## config.mk

```make
export PLATFORM = sky130hd
export DESIGN_NAME = cmp_hazard_ctrl_flat
export DESIGN_NICKNAME = d
export VERILOG_FILES = /design/src/rtl/cmp_hazard_ctrl_if.sv /design/src/rtl/cmp_hazard_ctrl.sv /design/src/flat_wrapper.sv
export SDC_FILE = /design/constraint.sdc
export NUM_CORES = 1
export LEC_CHECK = 0
export ABC_AREA = 1
export BUFFER_PORTS_ARGS = -buffer_cell sky130_fd_sc_hd__buf_4
export CORE_ASPECT_RATIO = 0.7
export CORE_MARGIN = 2
export CORE_UTILIZATION = 52
export CTS_CLUSTER_DIAMETER = 50
export DETAILED_ROUTE_END_ITERATION = 6
export PLACE_DENSITY = 0.79
export SLEW_MARGIN = 20
export SYNTH_ARGS = -nofsm -noshare
export SYNTH_HDL_FRONTEND = slang
export SYNTH_SLANG_ARGS = --single-unit
```

## constraint.sdc

```tcl
create_clock -name clk -period 2.2 [get_ports clk]
set_input_delay 0.33 -clock clk [delete_from_list [all_inputs] [get_ports clk]]
set_output_delay 0.33 -clock clk [all_outputs]
set_load 0.02 [all_outputs]
```

## src/rtl/cmp_hazard_ctrl_if.sv

```systemverilog
// Decode-stage hazard interface: D-instruction descriptor in, stall/forward
// decisions and the stall-cycle counter out.
interface cmp_hazard_ctrl_if #(
  parameter int REG_W = 5,
  parameter int TN_W  = 2,
  parameter int CNT_W = 16
);
  logic             D_valid;
  logic [REG_W-1:0] D_rs;
  logic [REG_W-1:0] D_rt;
  logic [TN_W-1:0]  D_tuse_rs;
  logic [TN_W-1:0]  D_tuse_rt;
  logic [REG_W-1:0] D_wreg;
  logic [TN_W-1:0]  D_tnew;
  logic             stall;
  logic [1:0]       fwd_rs_sel;
  logic [1:0]       fwd_rt_sel;
  logic [CNT_W-1:0] stall_cnt;

  modport master (
    output D_valid, D_rs, D_rt, D_tuse_rs, D_tuse_rt, D_wreg, D_tnew,
    input  stall, fwd_rs_sel, fwd_rt_sel, stall_cnt
  );

  modport slave (
    input  D_valid, D_rs, D_rt, D_tuse_rs, D_tuse_rt, D_wreg, D_tnew,
    output stall, fwd_rs_sel, fwd_rt_sel, stall_cnt
  );
endinterface

```

## src/rtl/cmp_hazard_ctrl.sv

```systemverilog
// Hazard/forwarding controller for the decode-stage branch comparator.
// Tracks E/M/W destination registers and their remaining Tnew.
module cmp_hazard_ctrl #(
  parameter int REG_W = 5,
  parameter int TN_W  = 2,
  parameter int CNT_W = 16
) (
  input logic               clk,
  input logic               reset,
  cmp_hazard_ctrl_if.slave  dif
);

  typedef enum logic [1:0] {
    SRC_GRF = 2'd0,
    SRC_E   = 2'd1,
    SRC_M   = 2'd2,
    SRC_W   = 2'd3
  } src_e;

  typedef struct packed {
    logic [REG_W-1:0] rg;
    logic [TN_W-1:0]  tnew;
  } entry_t;

  localparam logic [TN_W-1:0] TUSE_NONE = '1;

  // Index 0 = E, 1 = M, 2 = W (youngest first).
  entry_t           ent_q [3];
  entry_t           ent_d [3];
  logic [CNT_W-1:0] cnt_q;
  logic [CNT_W-1:0] cnt_d;

  logic [2:0] rs_res;
  logic [2:0] rt_res;
  logic       stall_w;

  function automatic logic [TN_W-1:0] age(input logic [TN_W-1:0] t);
    return (t == '0) ? '0 : t - 1'b1;
  endfunction

  // Returns {pending, select}. Only the youngest matching stage is consulted,
  // so an older ready copy can never mask a younger in-flight write.
  function automatic logic [2:0] resolve(input entry_t e0, input entry_t e1,
                                         input entry_t e2,
                                         input logic [REG_W-1:0] x,
                                         input logic [TN_W-1:0]  tuse);
    logic pend;
    src_e sel;
    pend = 1'b0;
    sel  = SRC_GRF;
    if (x != '0 && tuse != TUSE_NONE) begin
      if (e0.rg == x) begin
        pend = (e0.tnew > tuse);
        if (e0.tnew == '0) sel = SRC_E;
      end else if (e1.rg == x) begin
        pend = (e1.tnew > tuse);
        if (e1.tnew == '0) sel = SRC_M;
      end else if (e2.rg == x) begin
        pend = (e2.tnew > tuse);
        if (e2.tnew == '0) sel = SRC_W;
      end
    end
    return {pend, sel};
  endfunction

  // NOTE: every output of an always_comb gets a default first, so no path
  // can leave a value unassigned and infer a latch.
  always_comb begin
    rs_res  = resolve(ent_q[0], ent_q[1], ent_q[2], dif.D_rs, dif.D_tuse_rs);
    rt_res  = resolve(ent_q[0], ent_q[1], ent_q[2], dif.D_rt, dif.D_tuse_rt);
    stall_w = dif.D_valid & (rs_res[2] | rt_res[2]);

    dif.stall      = stall_w;
    dif.fwd_rs_sel = dif.D_valid ? rs_res[1:0] : SRC_GRF;
    dif.fwd_rt_sel = dif.D_valid ? rt_res[1:0] : SRC_GRF;
    dif.stall_cnt  = cnt_q;
  end

  always_comb begin
    ent_d[2] = '{rg: ent_q[1].rg, tnew: age(ent_q[1].tnew)};
    ent_d[1] = '{rg: ent_q[0].rg, tnew: age(ent_q[0].tnew)};
    ent_d[0] = '0;
    if (dif.D_valid && !stall_w)
      ent_d[0] = '{rg: dif.D_wreg, tnew: dif.D_tnew};

    cnt_d = cnt_q;
    if (stall_w && cnt_q != '1)
      cnt_d = cnt_q + 1'b1;
  end

  // NOTE: sequential state uses non-blocking assignments so every flop
  // samples the pre-edge values, independent of statement order.
  always_ff @(posedge clk) begin
    if (reset) begin
      ent_q <= '{default: '0};
      cnt_q <= '0;
    end else begin
      ent_q <= ent_d;
      cnt_q <= cnt_d;
    end
  end

endmodule

```

## src/flat_wrapper.sv

```systemverilog
// flat-port wrapper written by rule: the top's interface ports become plain ports
module cmp_hazard_ctrl_flat 
#(
  parameter int REG_W = 5,
  parameter int TN_W  = 2,
  parameter int CNT_W = 16
)
  (clk, reset, dif_D_valid, dif_D_rs, dif_D_rt, dif_D_tuse_rs, dif_D_tuse_rt, dif_D_wreg, dif_D_tnew, dif_stall, dif_fwd_rs_sel, dif_fwd_rt_sel, dif_stall_cnt);
  cmp_hazard_ctrl_if #(.REG_W(REG_W), .TN_W(TN_W), .CNT_W(CNT_W)) dif_i ();
  input logic clk;
  input logic reset;
  input wire logic [$bits(dif_i.D_valid)-1:0] dif_D_valid;
  input wire logic [$bits(dif_i.D_rs)-1:0] dif_D_rs;
  input wire logic [$bits(dif_i.D_rt)-1:0] dif_D_rt;
  input wire logic [$bits(dif_i.D_tuse_rs)-1:0] dif_D_tuse_rs;
  input wire logic [$bits(dif_i.D_tuse_rt)-1:0] dif_D_tuse_rt;
  input wire logic [$bits(dif_i.D_wreg)-1:0] dif_D_wreg;
  input wire logic [$bits(dif_i.D_tnew)-1:0] dif_D_tnew;
  output wire logic [$bits(dif_i.stall)-1:0] dif_stall;
  output wire logic [$bits(dif_i.fwd_rs_sel)-1:0] dif_fwd_rs_sel;
  output wire logic [$bits(dif_i.fwd_rt_sel)-1:0] dif_fwd_rt_sel;
  output wire logic [$bits(dif_i.stall_cnt)-1:0] dif_stall_cnt;
  assign dif_i.D_valid = dif_D_valid;
  assign dif_i.D_rs = dif_D_rs;
  assign dif_i.D_rt = dif_D_rt;
  assign dif_i.D_tuse_rs = dif_D_tuse_rs;
  assign dif_i.D_tuse_rt = dif_D_tuse_rt;
  assign dif_i.D_wreg = dif_D_wreg;
  assign dif_i.D_tnew = dif_D_tnew;
  assign dif_stall = dif_i.stall;
  assign dif_fwd_rs_sel = dif_i.fwd_rs_sel;
  assign dif_fwd_rt_sel = dif_i.fwd_rt_sel;
  assign dif_stall_cnt = dif_i.stall_cnt;
  cmp_hazard_ctrl #(.REG_W(REG_W), .TN_W(TN_W), .CNT_W(CNT_W)) u_core (.clk(clk), .reset(reset), .dif(dif_i));
endmodule
```

==> impl.org <==
** Min path
- The startpoint identified for the worst hold timing path is dif_D_wreg[2].
- Worst-case hold path end point :: u_core.ent_d[11]
- Counting instances, the worst hold path has a depth of 3.
- Worst hold path type :: in -> reg

** Worst setup path
- WP data arrival :: 1.82 ns
- Of all nets on the critical path, the largest fanout is 6.
- For the worst setup path, the data required time is 1.87 ns.
- The worst setup path is launched from a flop.
- Critical path start-end classification :: reg -> out
- STA classifies the critical path endpoint as an output port.
- Number of cells traversed by the worst register-to-register path :: 12
- Worst flop-to-flop path endpoint :: u_core.dif.stall_cnt[0]
- Reg-to-reg setup timing slack :: 0.29 ns
- Origin of the critical flop-to-flop path :: u_core.dif.stall_cnt[1]

** Clocking
- The number of hold buffers added after CTS was 0.
- In this run, CTS created clock tree buffers numbering 5.
- TritonCTS built the clock tree.
- Clock-pin slew on the worst setup and hold paths :: 0.08 ns
- CTS built an H-tree with a depth of 2.
- Clock latency on the worst-skew pair, taken at its later pin, is 0.29 ns.
- The tree built by TritonCTS fans out to 37 sinks.
- CTS max path bufs :: 2
- Root buf cell :: sky130_fd_sc_hd__clkbuf_8

** Timing
- The clock arrives with 0.00554 ns of skew.
- Max-slew violation count :: 0
- Unrepaired setup endpoints after global routing :: true
- The worst path needs 2.15 ns of the cycle, external delays included.
- Maximum achievable frequency :: 0.466 GHz
- Worst Max-Slew Pin Slew :: 0.523 ns
- The number of hold violations in the final report came to 0.
- Setup Viol. Count Final :: 0
- In the finished design, the share of the clock period the worst path needs comes to 97.6%.
- Minimum hold slack :: 0.249 ns
- Headroom to the max-slew limit came out at 64.7%.

** Synth
- Post-synth ARST share :: 0%
- The synthesized design contains 37 register bits.
- Count of mapped cells out of synthesis :: 392
- The synthesized design spends more area on one cell type than any other, namely sky130_fd_sc_hd__dfxtp_1.
- The most used flip-flop cell after synthesis is sky130_fd_sc_hd__dfxtp_1.
- Average instance area after synthesis :: 6.45 sq um
- Summing every instance area after synthesis gives 2530 sq um.
- Yosys printed 0 warnings.
- Count of unique library cells instantiated by Yosys :: 30
- Number of enable flip-flop cells after synthesis :: 0
- Syn nets :: 431
- Sequential elements use 29.3% of the synthesized area.
- By area the synthesized netlist is led by sky130_fd_sc_hd__dfxtp_1, sky130_fd_sc_hd__nand2_1, sky130_fd_sc_hd__nor2_1.
- Top cell type's share of synthesized area :: 29.3%

** Die
- Top-level port count :: 45
- Die width :: 87.4 microns
- The floorplan step set the die height to 62.3 microns.
- In this run the standard cell core region covers 4730 sq um.
- Area of the die :: 5450 sq um
- The initial utilization of the core area, before any placement, comes to 53.5%.
- The floorplan has 21 rows.

** Power and ir drop
- For this design the ratio of total power to cell area is 523 nW/um^2.
- Leak pwr :: 1.57 nW
- The worst-case IR drop observed on VDD is 0.323 mV.

** Place
- After detailed placement, the total cell area comes to 2910 sq um.
- The congestion estimate from routability-driven global placement came to 0.920.
- Once detailed placement completed, the half-perimeter wirelength came to 4580 microns.
- Port Buf Inserts :: 44

** Final layout
- After routing the design area is 3190 sq um.
- Fraction of final layout cells with drive strength greater than 1 :: 27.7%
- Diode insertion count for antenna repair :: 0
- Synthesis-to-finish area growth :: 26.0%
- Fill cells in the final layout number 406.
- The net count of the finished layout is 482.
- Post-layout utilization of the core :: 67.4%

** Global route
- Antenna violations before repair :: 0
- Maximum number of pins on one net before global-route repair :: 19
- Number of global-route vias before repair :: 2255
- Total global routing track utilization :: 23.5%
- Global routing finished with a remaining overflow of 0.
- The first global-routing pass estimated 10200 microns of wire.

** Route
- After the first detailed-routing iteration, the DRC count stood at 223.
- After detailed routing, the number of remaining DRC violations is 0.
- In the final routed layout, each cell accounts on average for 12.3 microns.
- Across all layers, the routed design uses 2544 vias.
- The routed design has 6170 microns of wire.
- After detailed routing, the number of vias per cell comes to 5.08.
- Before antenna repair, the detailed router went through 5 iterations.
- Antenna violation net count after detailed routing :: 0

** Job
- Max Cap Viol :: 0

** Status
- The flow ran to the end, and the final reports show no timing, DRC or antenna violations.
worst max path at each step:
| stage | slack (ns) | start | end |
|---|---|---|---|
| 2_1_floorplan | 0.009 | dif_D_rs[4] | dif_fwd_rs_sel[0] |
| 5_1_grt | -0.07 | u_core.ent_q[15] | dif_stall |
| 4_1_cts | 0.01 | u_core.ent_d[11] | dif_fwd_rs_sel[0] |
| 3_5_place_dp | 0.14 | dif_D_tuse_rs[1] | dif_stall |
| 3_3_place_gp | 0.17 | dif_D_tuse_rs[1] | dif_stall |
| 6_report | 0.05 | u_core.ent_q[8] | dif_stall |
where the power goes:
group / leakage (nW) / switching (W) / internal, W
sequential: 0.306 / 0.0000253 / 0.000693
clock: 0.0585 / 0.000252 / 0.000370
combinational: 1.21 / 0.000186 / 0.000139
registers in the layout, indices dropped and copies added (netlist names):
name                  cells
u_core.dif.stall_cnt     16
u_core.ent_q             11
u_core.ent_d             10
metrics by stage:
stage | instances | total power, W | setup WS (ns) | TNS, ns
2_1_floorplan | 392 | 0.000913 | 0.00895 | 0
3_3_place_gp | 490 | 0.00101 | 0.171 | 0
3_5_place_dp | 490 | 0.00102 | 0.137 | 0
4_1_cts | 498 | 0.00164 | 0.0144 | 0
5_1_grt | 501 | 0.00176 | -0.0657 | -0.124
6_report | 501 | 0.00167 | 0.0533 | 0
synthesized netlist by cell type (2+ instances only):
| cell | n |
|---|---|
| sky130_fd_sc_hd__nand2_1 | 84 |
| sky130_fd_sc_hd__nor2_1 | 71 |
| sky130_fd_sc_hd__inv_1 | 66 |
| sky130_fd_sc_hd__dfxtp_1 | 37 |
| sky130_fd_sc_hd__nand3_1 | 19 |
| sky130_fd_sc_hd__ha_1 | 15 |
| sky130_fd_sc_hd__xnor2_1 | 15 |
| sky130_fd_sc_hd__nand4_1 | 14 |
| sky130_fd_sc_hd__a21oi_1 | 9 |
| sky130_fd_sc_hd__nand2_2 | 8 |
| sky130_fd_sc_hd__inv_2 | 7 |
| sky130_fd_sc_hd__nor2_2 | 7 |
| sky130_fd_sc_hd__nor3_1 | 7 |
| sky130_fd_sc_hd__xor2_1 | 7 |
| sky130_fd_sc_hd__o21ai_0 | 5 |
| sky130_fd_sc_hd__nand3_2 | 3 |
| sky130_fd_sc_hd__buf_6 | 2 |
| sky130_fd_sc_hd__clkbuf_1 | 2 |
| sky130_fd_sc_hd__nand3b_1 | 2 |
| sky130_fd_sc_hd__nor4_1 | 2 |
critical path, cell delays in order (launching register included):
cell and delay [ns]:
sky130_fd_sc_hd__dfxtp_2 0.36, sky130_fd_sc_hd__ha_1 0.30, sky130_fd_sc_hd__inv_1 0.08, sky130_fd_sc_hd__nor2_2 0.04, sky130_fd_sc_hd__o21ai_2 0.12, sky130_fd_sc_hd__nor2_2 0.05
sky130_fd_sc_hd__nor2_1 0.11, sky130_fd_sc_hd__nand2_2 0.06, sky130_fd_sc_hd__nand2_2 0.07, sky130_fd_sc_hd__nand2_4 0.06, sky130_fd_sc_hd__inv_1 0.07, sky130_fd_sc_hd__nor2_1 0.05
sky130_fd_sc_hd__buf_4 0.15
cell usage in the layout, fill, tap and decap left out, drive strengths merged:
| master | count |
|---|---|
| o21a | 1 |
| nand2 | 93 |
| a211oi | 1 |
| nor4 | 2 |
| buf | 51 |
| o21ai | 5 |
| nor3b | 1 |
| xnor2 | 15 |
| nand3 | 23 |
| bufinv | 1 |
| nand3b | 2 |
| nor2 | 78 |
| dfxtp | 37 |
| ha | 15 |
| or2 | 1 |
| nor3 | 7 |
| xor2 | 7 |
| a2111oi | 1 |
| inv | 73 |
| nand4 | 14 |
| a21oi | 9 |
| clkbuf | 7 |
layer usage:
layer  share of wire, %  global-route usage (%)
met2                 44                    35.0
met5                  0                       0
met4               0.99                    6.15
met3                6.8                    5.32
met1                 48                    34.0
area by class of cell:
class	count	area, sq um	area share (%)
Inverter	73	274	8.60
Tap cell	57	71.3	2.24
Sequential cell	37	757	23.8
Clock buffer	7	86.3	2.71
Timing Repair Buffer	51	383	12.0
Clock inverter	1	30.0	0.942
Multi-Input combinational cell	275	1590	49.7
cells by family (layout without fill, tap and decap cells):
logic type                 after synthesis  count (layout)  share of synthesized area, %
AOI/OAI and AO/OA                       17              17                          3.71
buffers and inverters                   80             132                          12.7
and+or+nand+nor                        221             221                          39.3
xor gates and xnor gates                22              22                          7.62
DFF                                     37              37                          29.3
adders and majority gates               15              15                          7.42
timing repair:
action | in CTS | in global routing
buffers inserted | 0 | 3
resized for setup | 3 | 38
endpoints found under the setup margin | 2 | 5
pin swaps | 0 | 13
(Power assumes the default switching activity.)
